**config.mk**
```make
export PLATFORM = sky130hd
export DESIGN_NAME = shift_reg_univ_pwr_flat
export DESIGN_NICKNAME = d
export VERILOG_FILES = /design/src/rtl/shift_reg_univ_pwr_pkg.sv /design/src/rtl/shift_reg_univ_pwr_if.sv /design/src/rtl/shift_reg_univ_pwr_bit_popcount.sv /design/src/rtl/shift_reg_univ_pwr.sv /design/src/flat_wrapper.sv
export SDC_FILE = /design/constraint.sdc
export NUM_CORES = 1
export LEC_CHECK = 0
export ABC_CLOCK_PERIOD_IN_PS = 7300
export BUFFER_PORTS_ARGS = -buffer_cell sky130_fd_sc_hd__buf_2
export CORE_ASPECT_RATIO = 1.4
export CORE_MARGIN = 3
export CORE_UTILIZATION = 40
export CTS_CLUSTER_DIAMETER = 60
export DETAILED_ROUTE_END_ITERATION = 8
export PLACE_DENSITY = 0.6
export SLEW_MARGIN = 25
export SYNTH_ARGS = -nofsm -noshare
export SYNTH_HDL_FRONTEND = slang
export SYNTH_HIERARCHICAL = 1
export SYNTH_SLANG_ARGS = --single-unit
```
**constraint.sdc**
```tcl
create_clock -name clk_i -period 7.3 [get_ports clk_i]
set_input_delay 0.73 -clock clk_i [delete_from_list [all_inputs] [get_ports clk_i]]
set_output_delay 0.73 -clock clk_i [all_outputs]
set_load 0.01 [all_outputs]
```
**src/rtl/shift_reg_univ_pwr_pkg.sv**
```systemverilog
// rtl/shift_reg_univ_pwr_pkg.sv - mode and direction codes for the universal shift register
package shift_reg_univ_pwr_pkg;

  typedef enum logic [1:0] {
    MODE_PUSH  = 2'b00,
    MODE_CYCLE = 2'b01,
    MODE_LOAD  = 2'b10,
    MODE_HOLD  = 2'b11
  } mode_e;

  localparam logic DIR_LEFT  = 1'b0;
  localparam logic DIR_RIGHT = 1'b1;

endpackage

```
**src/rtl/shift_reg_univ_pwr_if.sv**
```systemverilog
// rtl/shift_reg_univ_pwr_if.sv - control/data bundle between driver and shift register
interface shift_reg_univ_pwr_if
  import shift_reg_univ_pwr_pkg::*;
#(
  parameter int WIDTH = 8,
  parameter int SH_W  = 3,
  parameter int CNT_W = 16
);
  logic             enb;
  mode_e            modo;
  logic             dir;
  logic [SH_W-1:0]  shamt;
  logic [WIDTH-1:0] d;
  logic             s_in;
  logic             cnt_clr;
  logic [WIDTH-1:0] q;
  logic             s_out;
  logic [CNT_W-1:0] tog_cnt;
  logic             cnt_sat;

  modport master (
    output enb, modo, dir, shamt, d, s_in, cnt_clr,
    input  q, s_out, tog_cnt, cnt_sat
  );

  modport slave (
    input  enb, modo, dir, shamt, d, s_in, cnt_clr,
    output q, s_out, tog_cnt, cnt_sat
  );
endinterface

```
**src/rtl/shift_reg_univ_pwr_bit_popcount.sv**
```systemverilog
// rtl/shift_reg_univ_pwr_bit_popcount.sv - combinational ones-count of a WIDTH-bit vector
module bit_popcount #(
  parameter int WIDTH = 8,
  parameter int PW    = $clog2(WIDTH + 1)
) (
  input  logic [WIDTH-1:0] bits_i,
  output logic [PW-1:0]    count_o
);
  always_comb begin
    count_o = '0;
    for (int i = 0; i < WIDTH; i++) begin
      count_o = count_o + PW'(bits_i[i]);
    end
  end
endmodule

```
**src/rtl/shift_reg_univ_pwr.sv**
```systemverilog
// rtl/shift_reg_univ_pwr.sv - universal shift register with saturating Q toggle counter
module shift_reg_univ_pwr
  import shift_reg_univ_pwr_pkg::*;
#(
  parameter int WIDTH = 8,
  parameter int SH_W  = 3,
  parameter int CNT_W = 16
) (
  input  logic                  clk_i,
  input  logic                  rst_i,
  shift_reg_univ_pwr_if.slave   bus
);
  localparam int               PW   = $clog2(WIDTH + 1);
  localparam int unsigned      WU   = WIDTH;
  localparam logic [WIDTH-1:0] ONES = '1;
  localparam logic [WIDTH-1:0] ONE  = WIDTH'(1);

  logic [WIDTH-1:0] q_q, q_d;
  logic             s_out_q, s_out_d;
  logic [CNT_W-1:0] tog_q, tog_d;
  logic [PW-1:0]    pc;
  logic [CNT_W:0]   sum;
  int unsigned      sh, k;

  always_comb begin
    q_d     = q_q;
    s_out_d = s_out_q;
    sh      = 32'(bus.shamt);
    k       = 0;
    case (bus.modo)
      MODE_LOAD: q_d = bus.d;
      MODE_PUSH: begin
        k = (sh > WU) ? WU : sh;
        if (k != 0) begin
          if (bus.dir == DIR_LEFT) begin
            q_d     = (q_q << k) | (bus.s_in ? ~(ONES << k) : '0);
            s_out_d = |(q_q & (ONE << (WU - k)));
          end else begin
            q_d     = (q_q >> k) | (bus.s_in ? ~(ONES >> k) : '0);
            s_out_d = |(q_q & (ONE << (k - 1)));
          end
        end
      end
      MODE_CYCLE: begin
        k = sh % WU;
        // k==0 must skip: a shift by WIDTH would zero one half of the rotate
        if (k != 0) begin
          if (bus.dir == DIR_LEFT) begin
            q_d     = (q_q << k) | (q_q >> (WU - k));
            s_out_d = |(q_q & (ONE << (WU - k)));
          end else begin
            q_d     = (q_q >> k) | (q_q << (WU - k));
            s_out_d = |(q_q & (ONE << (k - 1)));
          end
        end
      end
      default: ;
    endcase
  end

  bit_popcount #(.WIDTH(WIDTH), .PW(PW)) u_popcount (
    .bits_i  (q_q ^ q_d),
    .count_o (pc)
  );

  // One extra bit of headroom lets the carry signal saturation instead of wrapping
  always_comb begin
    sum = {1'b0, tog_q} + (CNT_W + 1)'(pc);
    if (bus.cnt_clr)
      tog_d = '0;
    else if (sum[CNT_W])
      tog_d = '1;
    else
      tog_d = sum[CNT_W-1:0];
  end

  always_ff @(posedge clk_i or posedge rst_i) begin
    if (rst_i) begin
      q_q     <= '0;
      s_out_q <= 1'b0;
      tog_q   <= '0;
    end else if (bus.enb) begin
      q_q     <= q_d;
      s_out_q <= s_out_d;
      tog_q   <= tog_d;
    end
  end

  assign bus.q       = q_q;
  assign bus.s_out   = s_out_q;
  assign bus.tog_cnt = tog_q;
  assign bus.cnt_sat = &tog_q;
endmodule

```
**src/flat_wrapper.sv**
```systemverilog
// flat-port wrapper written by rule: the top's interface ports become plain ports
module shift_reg_univ_pwr_flat import shift_reg_univ_pwr_pkg::*;
#(
  parameter int WIDTH = 8,
  parameter int SH_W  = 3,
  parameter int CNT_W = 16
)
  (clk_i, rst_i, bus_enb, bus_modo, bus_dir, bus_shamt, bus_d, bus_s_in, bus_cnt_clr, bus_q, bus_s_out, bus_tog_cnt, bus_cnt_sat);
  shift_reg_univ_pwr_if #(.WIDTH(WIDTH), .SH_W(SH_W), .CNT_W(CNT_W)) bus_i ();
  input  logic clk_i;
  input  logic rst_i;
  input wire logic [$bits(bus_i.enb)-1:0] bus_enb;
  input wire logic [$bits(bus_i.modo)-1:0] bus_modo;
  input wire logic [$bits(bus_i.dir)-1:0] bus_dir;
  input wire logic [$bits(bus_i.shamt)-1:0] bus_shamt;
  input wire logic [$bits(bus_i.d)-1:0] bus_d;
  input wire logic [$bits(bus_i.s_in)-1:0] bus_s_in;
  input wire logic [$bits(bus_i.cnt_clr)-1:0] bus_cnt_clr;
  output wire logic [$bits(bus_i.q)-1:0] bus_q;
  output wire logic [$bits(bus_i.s_out)-1:0] bus_s_out;
  output wire logic [$bits(bus_i.tog_cnt)-1:0] bus_tog_cnt;
  output wire logic [$bits(bus_i.cnt_sat)-1:0] bus_cnt_sat;
  assign bus_i.enb = bus_enb;
  assign bus_i.modo = bus_modo;
  assign bus_i.dir = bus_dir;
  assign bus_i.shamt = bus_shamt;
  assign bus_i.d = bus_d;
  assign bus_i.s_in = bus_s_in;
  assign bus_i.cnt_clr = bus_cnt_clr;
  assign bus_q = bus_i.q;
  assign bus_s_out = bus_i.s_out;
  assign bus_tog_cnt = bus_i.tog_cnt;
  assign bus_cnt_sat = bus_i.cnt_sat;
  shift_reg_univ_pwr #(.WIDTH(WIDTH), .SH_W(SH_W), .CNT_W(CNT_W)) u_core (.clk_i(clk_i), .rst_i(rst_i), .bus(bus_i));
endmodule
```
==> results.toml <==
[drt]
first_pass_iters = 5
wire_per_inst_um = 20.5
wirelength_mm = 11.2
vias = 3544
drc = 0
ant_nets = 0
vias_per_cell = 6.51
first_iter_violations = 331

[power_and_ir_drop]
clock_power_share = 0.156
switching_share = 0.446
power.switching_mw = 0.365
seq_power_share = 0.259
p_int_mw = 0.454
combinationalPowerShare = 0.586
ir_drop_uv = 208
p_leak_nw = 1.61
power.density_nw_per_um2 = 221

[clocking]
clockRootBuffer = "clkbuf_16"
cts_made_buffers = 3
hold_buffers = 0
htreeDepth = 1
worst_skew_pair.late_latency_ns = 0.26
clkSinkCount = 25
path_clk_slew_ns = 0.07
cts_setup_buffers = 0
cts_resized = 0
cts_tree = "done"
clockBufferDepth = 2

[sta]
fin_crit_sh = 0.926
tns_ns = 0
finClkSkew_ns = 0.00238
fin_crit_ns = 6.76
worst_pin_slew_ns = 0.950
hold_viol_final = 0
fmax_mhz = 148
slew_violations = 0
grt_setup_unrepaired = "no"
maxSlewHeadroom = 0.363
setup_violations = 0

[worst_setup_path]
r2r_end = "u_core/bus.tog_cnt[9]"
r2r-start = "u_core/bus.q[2]"
cp.arrival_ns = 6.95
critical_path.top_delay_family = "adder cells"
crit_path_top_delay_cell = "ha_1"
ff2ff_setup_slack_ns = 0.98
worst_r2r_path_depth = 18
crit_fanout = 17
cpPeakStageDelay_ns = 0.62
crit_chain = "buf_2 -> inv_2 -> ha_1 -> inv_1 -> ha_1 -> inv_1 -> a21oi_1 -> o32a_1 -> o21ai_0 -> a21oi_1 -> mux2i_1 -> inv_1 -> fa_1 -> fa_1 -> fa_1 -> fa_1 -> xnor2_1 -> ha_1 -> a21oi_1 -> o21bai_1 -> nand3_1 -> a41o_1 -> a21oi_1"
critical_path_buf_inv_count = 5
critPathCaptureType = "register"
worstSetupPathType = "in -> reg"
start_kind = "input pin"
cp.required_ns = 7.48

[logic_synthesis]
synth_edf_count = 0
yosys.area.top_type_share = 0.183
yosys-top-cells-area = "dfrtp_1 18%, mux4_2 6.6%, a21oi_1 5.7%"
synth_top_area_cell = "dfrtp_1"
ys_top_cells_by_count = "39 x a21oi_1, 34 x nand2_1, 30 x nor2_1"
syn_area_per_cell_um2 = 7.93
synth_flop_cell = "dfrtp_1"
syn_inst = 430
ys_ff_latch = 25
yosysWarnings = 6
yosysSeqAreaShare = 0.183
ys_types = 69
syn-num-nets = 468
synth.most_common_cell = "a21oi_1"
syn-cell-area_um2 = 3410
ys_async_sr_fraction = 1.00

[hold_path]
hold_path.class = "in -> async"

[finish]
nNetsFinal = 481
stdcell_count = 544
drive_above_1_share = 0.195
diodes = 0
syn_to_final_growth_pct = 8.70

[job]
drv_cap = 0

[global_route]
grt_overflow = 0
grt_pass1_wl_mm = 18.1
grt_antenna_before_repair = 0
track_usage = 0.229
grt_max_degree = 39
grt_pass1_vias = 3501

[placed_design]
dp_cells = 540
hpwlAfterDp_mm = 8.19
io_buffer_count = 44
finalWeightedCongestion = 0.927

[floorplan]
ios = 45
initial_core_util = 0.413
core_area_um2 = 8250
die_x_um = 84.0
die_height_um = 115
die_area_um2 = 9680
row_count = 39

[run_status]
status = "complete, no violations"
-- cells by family after synthesis --
family,synth area share
xor+xnor,0.00771
mux,0.141
simple gates,0.185
flops,0.183
fa+ha+maj,0.0807
buf+inv,0.0837
compound gates,0.319
-- cell type report --
type	count	area (µm²)
clock buffers	3	75.1
well taps	102	128
multi-input cells	336	2500
clock inverters	1	8.76
repair buffers	51	273
flip-flops and latches	25	626
inverters	26	97.6
fillers	839	4540
-- power groups by stage --
| stage | logic, mW | clock network [mW] | registers, mW |
|---|---|---|---|
| 2_1_floorplan | 0.372 | 0 | 0.190 |
| 3_3_place_gp | 0.473 | 0 | 0.215 |
| 3_5_place_dp | 0.477 | 0 | 0.214 |
| 4_1_cts | 0.481 | 0.131 | 0.211 |
| 5_1_grt | 0.532 | 0.135 | 0.218 |
| 6_report | 0.480 | 0.127 | 0.212 |
-- worst register-to-register path, stage by stage (launching register included) --
cell and delay, ns:
dfrtp_1 0.61, mux2_2 0.42, a221oi_1 0.52, nand2_1 0.12
a32o_1 0.29, a21oi_1 0.29, mux2i_1 0.23, inv_1 0.08
fa_1 0.54, fa_1 0.44, fa_1 0.45, fa_1 0.40
xnor2_1 0.14, ha_1 0.32, a21oi_1 0.08, o21bai_1 0.37
nand3_1 0.44, a41o_1 0.36, a21oi_1 0.14
-- how the worst max path moves through the flow --
| stage | startpoint | to | slack [ns] | cells after the start |
|---|---|---|---|---|
| floorplan | bus_shamt[1] | u_core/bus.tog_cnt[5] | 0.51 | 29 |
| global placement | bus_shamt[0] | u_core/bus.tog_cnt[4] | 0.42 | 23 |
| detailed placement | bus_shamt[0] | u_core/bus.tog_cnt[6] | 0.31 | 23 |
| CTS | bus_shamt[0] | u_core/bus.tog_cnt[11] | 0.58 | 23 |
| global route | bus_shamt[0] | u_core/bus.tog_cnt[4] | 0.03 | 23 |
| finish | bus_shamt[0] | u_core/bus.tog_cnt[9] | 0.54 | 23 |
-- cells in the final DEF, fill, tap and decap left out, drive strengths merged, types with 4 or more instances in the layout --
master / netlist / final
mux2: 12 / 12
buf: 14 / 51
a32o: 5 / 5
a22oi: 5 / 5
nor2b: 10 / 10
fa: 5 / 5
nor3: 8 / 8
a31o: 4 / 4
mux2i: 12 / 12
nand3: 13 / 13
nor2: 30 / 30
nand2b: 11 / 11
a21o: 7 / 7
o21a: 4 / 4
dfrtp: 25 / 25
mux4: 10 / 10
a211oi: 7 / 7
o31ai: 6 / 6
a31oi: 7 / 7
o21bai: 5 / 5
a221oi: 4 / 4
nand2: 34 / 34
o22ai: 4 / 4
a41o: 4 / 4
o21ai: 19 / 19
inv: 26 / 26
ha: 14 / 14
a21oi: 39 / 39
nand4: 5 / 5
-- state kept, by name, indices dropped and copies added, names as in the netlist --
name / flops
u_core/bus.q: 8
u_core/bus.s_out: 1
u_core/bus.tog_cnt: 16
-- routing by layer --
| metal | GRT usage | wire length, µm | vias to the layer above | part of all wire |
|---|---|---|---|---|
| met4 | 0.142 | 728 | 0 | 0.065 |
| met5 | 0 | 0 | - | 0 |
| met2 | 0.412 | 5650 | 141 | 0.51 |
| met3 | 0.0158 | 484 | 41 | 0.043 |
| li1 | - | - | 1629 | - |
| met1 | 0.263 | 4290 | 1733 | 0.38 |
-- through the flow --
stage	total power [mW]	cell area, µm²	hold slack, ns	worst slack, ns	util
floorplan	0.563	3410	0.563	0.507	-
global placement	0.688	3620	0.530	0.420	0.439
detailed placement	0.691	3620	0.542	0.313	0.439
CTS	0.824	3710	0.557	0.583	0.449
global route	0.885	3710	0.598	0.0338	0.449
finish	0.819	3710	0.556	0.538	0.449
(Power assumes the default switching activity.)
